--- src/rtl/button_ctrl.sv ---
// Magic/pause button conditioner: synchronizes and debounces the raw pushbutton,
// merges keyboard hotkeys, and stretches requests across frame interrupts.
//
// state    | meaning
// ---------+-------------------------------------------------------------
// IDLE     | no request; waiting for a press
// PRESS    | magic request asserted; counting frame ticks while held
// LONG     | held long enough; one-cycle reboot pulse
// WAIT_REL | request dropped; waiting for release before re-arming
module button_ctrl #(
  parameter int unsigned DEBOUNCE_BITS = 18,
  parameter int unsigned LONG_FRAMES   = 100
) (
  input  logic rst_n,
  input  logic clk28,
  input  logic n_int,
  input  logic btn_n,
  input  logic kbd_magic,
  input  logic kbd_pause,
  output logic magic_button,
  output logic pause_button,
  output logic long_press,
  output logic btn_pressed
);

  typedef enum logic [1:0] {
    IDLE     = 2'd0,
    PRESS    = 2'd1,
    LONG     = 2'd2,
    WAIT_REL = 2'd3
  } state_t;

  localparam logic [6:0] FRAME_MAX = 7'd127;

  logic [1:0]               btn_sync;
  logic [DEBOUNCE_BITS-1:0] db_cnt;
  logic                     n_int_q;
  logic                     frame_tick;
  logic                     press;
  logic                     sync_pressed;
  logic                     long_hit;
  logic                     short_done;
  state_t                   state;
  logic [6:0]               frame_cnt;
  logic                     pause_hold;
  logic                     pause_ticks;

  always_ff @(posedge clk28 or negedge rst_n) begin
    if (!rst_n) begin
      btn_sync <= 2'b11;
    end else begin
      btn_sync <= {btn_sync[0], btn_n};
    end
  end

  assign sync_pressed = ~btn_sync[1];

  // btn_pressed is the stable level itself; it only moves after a full window of disagreement.
  always_ff @(posedge clk28 or negedge rst_n) begin
    if (!rst_n) begin
      db_cnt      <= '0;
      btn_pressed <= 1'b0;
    end else if (sync_pressed == btn_pressed) begin
      db_cnt <= '0;
    end else if (&db_cnt) begin
      btn_pressed <= sync_pressed;
      db_cnt      <= '0;
    end else begin
      db_cnt <= db_cnt + 1'b1;
    end
  end

  always_ff @(posedge clk28 or negedge rst_n) begin
    if (!rst_n) begin
      n_int_q <= 1'b1;
    end else begin
      n_int_q <= n_int;
    end
  end

  assign frame_tick = n_int_q & ~n_int;
  assign press      = btn_pressed | kbd_magic;
  assign long_hit   = ({25'd0, frame_cnt} >= LONG_FRAMES);
  assign short_done = (frame_cnt >= 7'd2);

  // Outputs are decoded from the next state so they line up with the state register.
  always_ff @(posedge clk28 or negedge rst_n) begin
    if (!rst_n) begin
      state        <= IDLE;
      frame_cnt    <= '0;
      magic_button <= 1'b0;
      long_press   <= 1'b0;
    end else begin
      long_press <= 1'b0;
      case (state)
        IDLE: begin
          if (press) begin
            state        <= PRESS;
            frame_cnt    <= '0;
            magic_button <= 1'b1;
          end
        end
        PRESS: begin
          if (press && long_hit) begin
            state        <= LONG;
            magic_button <= 1'b0;
            long_press   <= 1'b1;
          end else if (!press && short_done) begin
            state        <= IDLE;
            magic_button <= 1'b0;
          end else if (frame_tick && frame_cnt != FRAME_MAX) begin
            frame_cnt <= frame_cnt + 7'd1;
          end
        end
        LONG: begin
          state        <= WAIT_REL;
          magic_button <= 1'b0;
        end
        WAIT_REL: begin
          magic_button <= 1'b0;
          if (!press) begin
            state <= IDLE;
          end
        end
        default: begin
          state        <= IDLE;
          magic_button <= 1'b0;
        end
      endcase
    end
  end

  // Pause latch: any kbd_pause restarts the two-tick release count.
  always_ff @(posedge clk28 or negedge rst_n) begin
    if (!rst_n) begin
      pause_hold  <= 1'b0;
      pause_ticks <= 1'b0;
    end else if (kbd_pause) begin
      pause_hold  <= 1'b1;
      pause_ticks <= 1'b0;
    end else if (pause_hold && frame_tick) begin
      if (pause_ticks) begin
        pause_hold  <= 1'b0;
        pause_ticks <= 1'b0;
      end else begin
        pause_ticks <= 1'b1;
      end
    end
  end

  assign pause_button = kbd_pause | pause_hold;

endmodule

--- config.mk ---
export PLATFORM = sky130hd
export DESIGN_NAME = button_ctrl
export DESIGN_NICKNAME = d
export VERILOG_FILES = /design/src/rtl/button_ctrl.sv
export SDC_FILE = /design/constraint.sdc
export NUM_CORES = 1
export LEC_CHECK = 0
export ABC_AREA = 0
export BUFFER_PORTS_ARGS = -buffer_cell sky130_fd_sc_hd__buf_2
export CAP_MARGIN = 20
export CORE_MARGIN = 5
export CORE_UTILIZATION = 40
export CTS_CLUSTER_DIAMETER = 50
export DETAILED_ROUTE_END_ITERATION = 10
export PLACE_DENSITY = 0.66
export SLEW_MARGIN = 0
export SYNTH_ARGS = -nofsm -noshare
export SYNTH_HDL_FRONTEND = slang
export SYNTH_SLANG_ARGS = --single-unit
--- constraint.sdc ---
create_clock -name clk28 -period 3.7 [get_ports clk28]
set_input_delay 0.37 -clock clk28 [delete_from_list [all_inputs] [get_ports clk28]]
set_output_delay 0.37 -clock clk28 [all_outputs]
set_load 0.005 [all_outputs]
; ---- Yosys cells after proc, flatten, opt, wreduce, memory -nomap -nowiden
; Index checks and enable logic that the tools add are counted.
[totals]
reg_bits = 35
inputBits = 6
out_inout_bits = 4
wordCells = 71
[classes]
n_addsub = 2
magnitude_cmp = 2
eq_ne = 11
mux = 24
n_bitwise = 6
n_reduce_logical = 16
[ops]
columns = operator, n
row1 = two-way mux 18 bit, 2
row2 = two-way mux 7 bit, 4
row3 = AND reduction 19 bit, 1
row4 = adder 18 x 1 -> 18 bit (second input constant), 1
row5 = AND reduction 18 bit, 1
row6 = one-hot mux 7 bit (2 select lines), 1
row7 = two-way mux 1 bit, 11
row8 = inequality test 2 bit (second input constant), 5
row9 = two-way mux 2 bit, 4
row10 = one-hot mux 2 bit (4 select lines), 1
row11 = adder 7 x 1 -> 7 bit (second input constant), 1
row12 = greater-or-equal comparator 7 x 2 -> 1 bit (second input constant), 1
row13 = greater-or-equal comparator 7 bit (second input constant), 1
row14 = inequality test 7 bit (second input constant), 1
row15 = nonzero test 2 bit, 3
row16 = AND reduction 5 bit, 1
row17 = == test 2 bit (second input constant), 2
row18 = logical AND 1 bit, 4
row19 = AND reduction 2 bit, 2
row20 = inequality test 3 bit (second input constant), 1
row21 = inverter 1 bit, 3
row22 = one-hot mux 1 bit (3 select lines), 1
row23 = AND reduction 3 bit, 1
row24 = == test 2 x 1 -> 1 bit (second input constant), 1
row25 = 6 further kinds, 7

; ---- Longest topological paths before layout
; Gate-level depths: netlist of the first run.
[logic_depth]
depth_word = 7
depth_mapped = 6
depth_no_buf = 5

; ---- Least setup slack after synthesis of the first run
; Ideal clock, no wire load.
[synth_path]
path_type = reg2reg
from = reg db_cnt[0]
to = reg db_cnt[11]
setup_ns = 0.121
t_arrival_ns = 1.757
required_ns = 3.579
setup_slack_ns = 1.822
path_stages_with_launch = 7
n_path_buf = 1
period_less_slack_ns = 1.878
path_cell_list = dfrtp_1 -> ha_1 -> nand4_2 -> or4_4 -> o21ai_2 -> buf_2 -> nor2_1
[synth_between]
elab_chain_len = 3
elab_cells_between_ends = 4
cone_classes = add/sub: 1 / mux: 2 / reduce/logical: 1
[synth_lines]
columns = element, line_no
row1 = "start, declared", 36  ; logic [DEBOUNCE_BITS-1:0] db_cnt;
row2 = "start signal, assigned", 69  ; db_cnt <= db_cnt + 1'b1;
row3 = adder 18 x 1 -> 18 bit / AND reduction 18 bit (equally long branches), "69, 65"
row4 = two-way mux 18 bit (*), 65  ; end else if (&db_cnt) begin
row5 = two-way mux 18 bit (*), 63  ; end else if (sync_pressed == btn_pressed) begin
; Every way passes the cells marked *; elsewhere a longest branch is shown, timed or not.
; A chain may end at the register's enable or synchronous reset.

; ---- Worst setup path after layout of the first run
[layout_path]
from = reg db_cnt[0]
to = reg db_cnt[5]
; Same word-level chain as after synthesis.

==> results of run 1 <==
sequential cells by signal (all words and copies together) (netlist names), named ones only:
register	count
n_int_q	1
btn_sync	2
btn_pressed	1
magic_button	1
long_press	1
state	1
pause_hold	1
frame_cnt	7
pause_ticks	1
db_cnt	18
worst max path at each step:
stage          slack (ns)       from         end
3_5_place_dp         1.54  db_cnt[0]   db_cnt[2]
6_report             1.55  db_cnt[0]   db_cnt[5]
5_1_grt              1.38  db_cnt[0]   db_cnt[3]
3_3_place_gp         1.61  db_cnt[0]   db_cnt[5]
4_1_cts              1.52  db_cnt[0]  db_cnt[13]
2_1_floorplan        1.82  db_cnt[0]  db_cnt[11]
worst reg2reg max path, delay by kind of cell (launching register included):
kind	cells	cell delay, ns
adders and majority gates	1	0.24
and+or+nand+nor	3	0.85
AOI/OAI and AO/OA	1	0.49
DFF	1	0.42
kinds of logic after synthesis:
group | share of synthesized area
AO/OA/AOI/OAI | 0.1262
AND/OR/NAND/NOR | 0.2452
adder cells (fa/ha/maj) | 0.02151
flip-flops | 0.5039
buffers and inverters | 0.02294
XOR/XNOR | 0.08028
routing by layer:
metal,track usage,up-vias,share of wire
met4,0.05769,0,0.019
met3,0.03310,6,0.032
met5,0,-,0
li1,-,668,-
met2,0.1815,21,0.46
met1,0.1682,630,0.49
final cells by class:
type / instances / share of cell area
tap: 52 / 0.03327
multi-input combinational: 134 / 0.4223
clock inverter: 2 / 0.01791
clock buffer: 6 / 0.04223
sequential: 35 / 0.4498
timing repair buffer: 9 / 0.02303
inverter: 6 / 0.01152
placed cells by master (no fill, tap or decap), drive strengths merged, types with 4 or more instances in the layout:
cell	count
nand2	16
nand4	5
xnor2	11
nand3	12
nor2	22
o21ai	8
dfrtp	32
nor4	4
inv	6
nor3	5
buf	9
xor2	5
clkbuf	6
a21oi	7
a31oi	7
stage by stage:
step | hold slack (ns) | worst slack (ns)
finish | 0.1377 | 1.553
global route | 0.1750 | 1.381
CTS | 0.1680 | 1.523
detailed placement | 0.3473 | 1.537
global placement | 0.3476 | 1.608
floorplan | 0.07441 | 1.822
power breakdown:
part	leakage, nW	internal [mW]	switching, mW
sequential	0.460	0.417	0.0486
clock	0.0612	0.218	0.141
combinational	0.284	0.0494	0.0791
==> impl_metrics.json, run 1 <==
{
  "hold_viol": 0,
  "post_cts_buffers": 0,
  "wl_mm": 3.237,
  "syn_area_per_cell_um2": 9.751,
  "startpoint_type": "flop",
  "num_rows": 24,
  "final_cells": 244,
  "hold_class": "primary input to asynchronous set/reset pin",
  "drt-initial-drc-count": 59,
  "grt.total_usage": 0.1234,
  "tightestPinTransition_ns": 0.7542,
  "syn-num-nets": 188,
  "fin_area_um2": 1956,
  "initial_utilization": 0.4065,
  "slowest_delay_ns": 0.58,
  "insertion_delay_ns": 0.30,
  "r2r-end": "db_cnt[5]",
  "clockRootBuffer": "clkbuf_8",
  "fin_crit_sh": 0.5803,
  "synthFlopType": "dfrtp_1",
  "layout_min_cycle_time_ns": 2.147,
  "slew_viol_final": 0,
  "final_core_util": 0.4554,
  "grt-ovfl-total": 0,
  "synth_area_um2": 1745,
  "area_growth_pct": 12.04,
  "grt_start_max_net_pins": 36,
  "async_flop_share": 1.000,
  "fill_cells": 417,
  "grt_pass1_wl_mm": 5.865,
  "core_area_um2": 4294,
  "synth_area_leader_cell": "dfrtp_1",
  "multi_input_area_um2": 825.8,
  "cts_buffer_depth": 2,
  "synth_warnings": 0,
  "cts_made_buffers": 5,
  "routedWlPerCell_um": 13.27,
  "worstSetupPathDepth": 5,
  "synth_area_leaders": "dfrtp_1 (46%), xnor2_1 (5.5%), nor2_1 (4.7%), dfstp_2 (4.5%), nand2_1 (3.4%)",
  "cellPowerDensity_nw_per_um2": 487.3,
  "place_hpwl_mm": 2.253,
  "io_pins": 10,
  "setup_viol": 0,
  "vias": 1325,
  "drt_first_pass_iters": 4,
  "crit_required_ns": 3.85,
  "cp-end-kind": "flop",
  "path_clk_slew_ns": 0.08,
  "place_congestion": 0.7859,
  "crit_fanout": 14,
  "rsz0062_at_grt": "no",
  "finalPower_mw": 0.9529,
  "antenna_cells": 0,
  "drc": 0,
  "cts.repair.resized": 0,
  "viasPerCell": 5.430,
  "grt_pass1_vias": 1296,
  "ir_worst_vdd_mv": 0.1864,
  "cts_tree": "built",
  "p_leak_nw": 0.8058,
  "reg2regPathDepth": 5,
  "clock_sinks": 35,
  "io_buffers": 9,
  "path_class": "flop to flop",
  "htree_levels": 2,
  "critical_path.cell_chain": "ha_1, nand4_2, or4_4, o21ai_2, nor2_1",
  "slew_headroom": 0.4972,
  "max_freq_mhz": 465.7,
  "ff2ff_setup_slack_ns": 1.55,
  "hold_buffers": 0,
  "synth_cell_types": 42,
  "clock_skew_ns": 0.01417,
  "die_h_um": 76.06,
  "syn_inst": 179,
  "synth-seq-cells": 35,
  "dp_cells": 236,
  "postPlaceCellArea_um2": 1838,
  "seq_area_um2": 879.6,
  "fin_nets": 200,
  "max-cap-violations": 0,
  "postRouteAntennaNets": 0,
  "worst_path_max_delay_cell": "or4_4",
  "synth.top_cells.by_count": "dfrtp_1 (32), nor2_1 (22), nand2_1 (16)",
  "die_area_um2": 5784,
  "yosysMostFrequentCell": "dfrtp_1",
  "synth_enable_flop_cells": 0,
  "critical_path.top_delay_family": "simple AND/OR/NAND/NOR gates",
  "drive_above_1_share": 0.1510,
  "path_buf_inv": 0,
  "antenna_found_initial": 0,
  "timing.rr.start": "db_cnt[0]",
  "status": "finished clean",
  "worstPathArrival_ns": 2.30,
  "die_x_um": 76.06,
  "ys_seq_area_frac": 0.5039,
  "yosysTopAreaCellShare": 0.4588,
  "fin_tns_setup_ns": 0
}
Note: power is estimated with default switching activity, not from simulation.
==> inputs of run 2 (changes only) <==
PLACE_DENSITY = 0.68   (was 0.66)
clock period = 1.9 ns   (was 3.7 ns; I/O delays follow)
==> impl_metrics.json, run 2 (synthesis results as in run 1) <==
{
  "power_frac_clock": 0.298,
  "io_buffers": 9,
  "fin_hold_ws_ns": -0.01880,
  "drt_first_pass_iters": 4,
  "worstPathArrival_ns": 2.00,
  "final_core_util": 0.4732,
  "p_leak_nw": 0.8490,
  "routedWlPerCell_um": 13.01,
  "cts_tree": "built",
  "path_clk_slew_ns": 0.07,
  "insertion_delay_ns": 0.28,
  "seq_area_um2": 879.6,
  "grt_start_max_net_pins": 36,
  "grt-ovfl-total": 0,
  "die_h_um": 76.06,
  "intPower_mw": 1.198,
  "slew_viol_final": 0,
  "cts_made_buffers": 5,
  "p_comb_frac": 0.175,
  "drive_above_1_share": 0.1951,
  "tightestPinTransition_ns": 0.7785,
  "top_layer_used": "met4",
  "initial_utilization": 0.4065,
  "slew_headroom": 0.4810,
  "crit_fanout": 4,
  "max-cap-violations": 0,
  "area_growth_pct": 16.42,
  "cts_buffer_depth": 2,
  "seqPwrFrac": 0.526,
  "regMostFlops": "db_cnt",
  "postRouteAntennaNets": 0,
  "fin_crit_sh": 0.9399,
  "fin_nets": 213,
  "grt.total_usage": 0.1265,
  "hold_viol": 26,
  "clock_sinks": 35,
  "failed_checks": "negative hold slack",
  "p_sw_mw": 0.5116,
  "setup_viol": 0,
  "cellPowerDensity_nw_per_um2": 841.4,
  "switching_share": 0.2992,
  "final_cell_mix": "dfrtp_1 (32), nor2_1 (22), nand2_1 (16)",
  "vias": 1377,
  "num_rows": 24,
  "layout_min_cycle_time_ns": 1.786,
  "viasPerCell": 5.358,
  "rsz0062_at_grt": "no",
  "dp_cells": 247,
  "antenna_found_initial": 0,
  "ir_worst_vdd_mv": 0.4525,
  "grt_pass1_wl_mm": 6.009,
  "status": "complete, but fails checks",
  "clockRootBuffer": "clkbuf_8",
  "final_common_cell": "dfrtp_1",
  "crit_required_ns": 2.11,
  "htree_levels": 2,
  "place_hpwl_mm": 2.349,
  "final_cells": 257,
  "cp-end-kind": "flop",
  "max_freq_mhz": 560.0,
  "multi_input_area_um2": 838.3,
  "fin_tns_setup_ns": 0,
  "largest_register_ffs": 18,
  "die_x_um": 76.06,
  "drc": 0,
  "startpoint_type": "flop",
  "wl_mm": 3.344,
  "path_class": "flop to flop",
  "die_area_um2": 5784,
  "core_area_um2": 4294,
  "hold_class": "primary input to asynchronous set/reset pin",
  "wl_met3_um": 144,
  "largestRegisters": "db_cnt: 18 flops, frame_cnt: 7 flops, btn_sync: 2 flops",
  "drt-initial-drc-count": 133,
  "wl_met1_mm": 1.568,
  "fill_cells": 407,
  "place_congestion": 0.7863,
  "antenna_cells": 0,
  "clock_skew_ns": 0.01023,
  "wl_met2_mm": 1.582,
  "io_pins": 10,
  "grt_pass1_vias": 1360
}
[run 2: power by group through the flow]
stage | clock [mW] | combinational, mW | sequential (mW)
2_1_floorplan | 0 | 0.201 | 0.881
3_3_place_gp | 0 | 0.291 | 0.908
6_report | 0.510 | 0.300 | 0.899
5_1_grt | 0.571 | 0.340 | 0.909
3_5_place_dp | 0 | 0.293 | 0.909
4_1_cts | 0.531 | 0.296 | 0.896
[run 2: layer usage]
layer  global-route usage  vias to the layer above
met5                    0                        -
li1                     -                      688
met3              0.03783                        6
met2               0.2021                       29
met1               0.1610                      654
met4              0.04720                        0
[run 2: final timing paths]
path / from / end / slack (ns) / depth (start not counted)
worst min-delay path: rst_n / db_cnt[17] / -0.02 / 1
min in group clk28: n_int / n_int_q / 0.03 / 1
worst min register to register: btn_sync[0] / btn_sync[1] / 0.36 / 0
worst max register to register: db_cnt[1] / db_cnt[16] / 0.11 / 5
max in group asynchronous: rst_n / db_cnt[9] / 1.41 / 1
worst max-delay path: db_cnt[1] / db_cnt[16] / 0.11 / 5
[run 2: final cells by class]
type	instances	area share
Tap cell	52	0.03202
Timing Repair Buffer	22	0.07143
Clock buffer	7	0.03756
Sequential cell	35	0.4329
Inverter	6	0.01108
Clock inverter	1	0.002463
Multi-Input combinational cell	134	0.4126
[run 2: critical path: stages (launching register included)]
cell     delay, ns
dfrtp_1       0.42
ha_4          0.17
nand4_2       0.08
or4_4         0.55
or3_1         0.35
a21oi_1       0.14
[run 2: repair_timing]
action                     in CTS  in global routing
hold buffers                    1                  0
hold endpoints to repair        1                  0
resized for setup               0                  2
setup buffers                   0                  1
setup endpoints to repair       0                  1
[run 2: stage by stage]
| step | cell area, um^2 | power (mW) | setup slack (ns) |
|---|---|---|---|
| floorplan | 1745 | 1.083 | 0.02212 |
| global placement | 1921 | 1.198 | 0.1112 |
| detailed placement | 1921 | 1.201 | 0.07765 |
| CTS | 2012 | 1.723 | 0.06509 |
| global route | 2032 | 1.821 | 0.00007905 |
| finish | 2032 | 1.710 | 0.1143 |
==> inputs of run 3 (changes only) <==
PLACE_DENSITY = 0.63   (was 0.68)
==> impl_metrics.json, run 3 (synthesis results as in run 1) <==
{
  "insertion_delay_ns": 0.28,
  "r2r-end": "db_cnt[16]",
  "core_area_um2": 4294,
  "p_comb_frac": 0.190,
  "clockRootBuffer": "clkbuf_8",
  "drive_above_1_share": 0.2039,
  "die_x_um": 76.06,
  "tightestPinTransition_ns": 0.7732,
  "cellPowerDensity_nw_per_um2": 869.0,
  "place_congestion": 0.8022,
  "io_pins": 10,
  "failed_checks": "negative hold slack",
  "num_rows": 24,
  "io_buffers": 9,
  "viasPerCell": 5.302,
  "drc": 0,
  "startpoint_type": "flop",
  "crit_required_ns": 2.12,
  "cts_made_buffers": 5,
  "max_freq_mhz": 561.8,
  "grt.total_usage": 0.1270,
  "cp-end-kind": "flop",
  "intPower_mw": 1.247,
  "clock_sinks": 35,
  "area_growth_pct": 16.85,
  "vias": 1368,
  "fin_nets": 214,
  "hold_viol": 32,
  "path_clk_slew_ns": 0.07,
  "max-cap-violations": 0,
  "final_common_cell": "dfrtp_1",
  "drt_first_pass_iters": 4,
  "fin_tns_setup_ns": 0,
  "p_sw_mw": 0.5248,
  "layout_min_cycle_time_ns": 1.780,
  "die_h_um": 76.06,
  "status": "complete, but fails checks",
  "largestRegisters": "db_cnt: 18 flops, frame_cnt: 7 flops, btn_sync: 2 flops",
  "ff2ff_setup_slack_ns": 0.12,
  "antenna_cells": 0,
  "fin_crit_sh": 0.9368,
  "cts_tree": "built",
  "htree_levels": 2,
  "switching_share": 0.2961,
  "reg2regPathDepth": 5,
  "postRouteAntennaNets": 0,
  "rsz0062_at_grt": "no",
  "final_cell_mix": "dfrtp_1 (32), nor2_1 (22), nand2_1 (16)",
  "grt_pass1_vias": 1331,
  "grt_pass1_wl_mm": 6.085,
  "clock_skew_ns": 0.01028,
  "largest_register_ffs": 18,
  "slew_viol_final": 0,
  "post_cts_buffers": 0,
  "worstPathArrival_ns": 2.00,
  "place_hpwl_mm": 2.431,
  "timing.rr.start": "db_cnt[0]",
  "slew_headroom": 0.4845,
  "regMostFlops": "db_cnt",
  "die_area_um2": 5784,
  "crit_fanout": 4,
  "routedWlPerCell_um": 13.36,
  "seqPwrFrac": 0.498,
  "initial_utilization": 0.4065,
  "hold_class": "primary input to asynchronous set/reset pin",
  "cts_buffer_depth": 2,
  "ir_worst_vdd_mv": 0.3866,
  "setup_viol": 0,
  "path_class": "flop to flop",
  "power_frac_clock": 0.313,
  "grt-ovfl-total": 0,
  "finalPower_mw": 1.772,
  "grt_start_max_net_pins": 36,
  "drt-initial-drc-count": 91,
  "p_leak_nw": 0.8591,
  "wl_mm": 3.448,
  "antenna_found_initial": 0,
  "fin_hold_ws_ns": -0.02185
}
## run 3: cell types whose count changed in the layout (fill, tap and decap cells not counted)
cell,change
ha_2,+1
ha_4,-1
clkbuf_8,+1
clkbuf_1,-1
buf_4,+1
## run 3: worst max-delay path by stage
stage	cells past startpoint	slack, ns	start	endpoint
2_1_floorplan	6	0.02	db_cnt[0]	db_cnt[11]
3_3_place_gp	5	0.15	db_cnt[0]	db_cnt[16]
3_5_place_dp	5	0.12	db_cnt[0]	db_cnt[16]
4_1_cts	5	0.09	db_cnt[0]	db_cnt[16]
5_1_grt	5	0.02	db_cnt[0]	db_cnt[16]
6_report	5	0.12	db_cnt[0]	db_cnt[16]
## run 3: routing by layer
metal,wire length [um],global-route usage
met1,1640,0.1613
met2,1626,0.2089
met3,131,0.03428
met4,48,0.04196
met5,0,0
## run 3: power groups by stage
stage	Sequential (mW)	Combinational, mW	Clock [mW]
2_1_floorplan	0.881	0.201	0
3_3_place_gp	0.894	0.329	0
3_5_place_dp	0.897	0.333	0
4_1_cts	0.882	0.338	0.574
5_1_grt	0.895	0.380	0.611
6_report	0.882	0.336	0.554
## run 3: cell type report
type	instances	area, um^2
fill	413	2255
sequential	35	879.6
multi-input combinational	134	828.3
timing repair buffer	23	152.6
clock buffer	7	86.33
tap	52	65.06
inverter	6	22.52
clock inverter	1	5.005
## run 3: through the flow
stage          utilization  cells  hold WS [ns]  worst slack, ns  area, um^2
2_1_floorplan            -    179       -0.1056          0.02212        1745
3_3_place_gp        0.4508    249        0.2953           0.1520        1936
3_5_place_dp        0.4508    249        0.2965           0.1172        1936
4_1_cts             0.4744    258      0.002175          0.09405        2037
5_1_grt             0.4749    258       0.01979          0.01792        2039
6_report            0.4749    258      -0.02185           0.1201        2039
## run 3: worst max-delay path, stage by stage (launching register included)
cell and delay (ns):
dfrtp_1 0.36, ha_2 0.21, nand4_2 0.09, or4_4 0.55
or3_1 0.35, a21oi_1 0.14
## run 3: what timing repair did
item	in CTS	in global routing
resized for setup	0	1
endpoints found under the hold margin	1	0
endpoints found under the setup margin	0	1
hold buffers	1	0
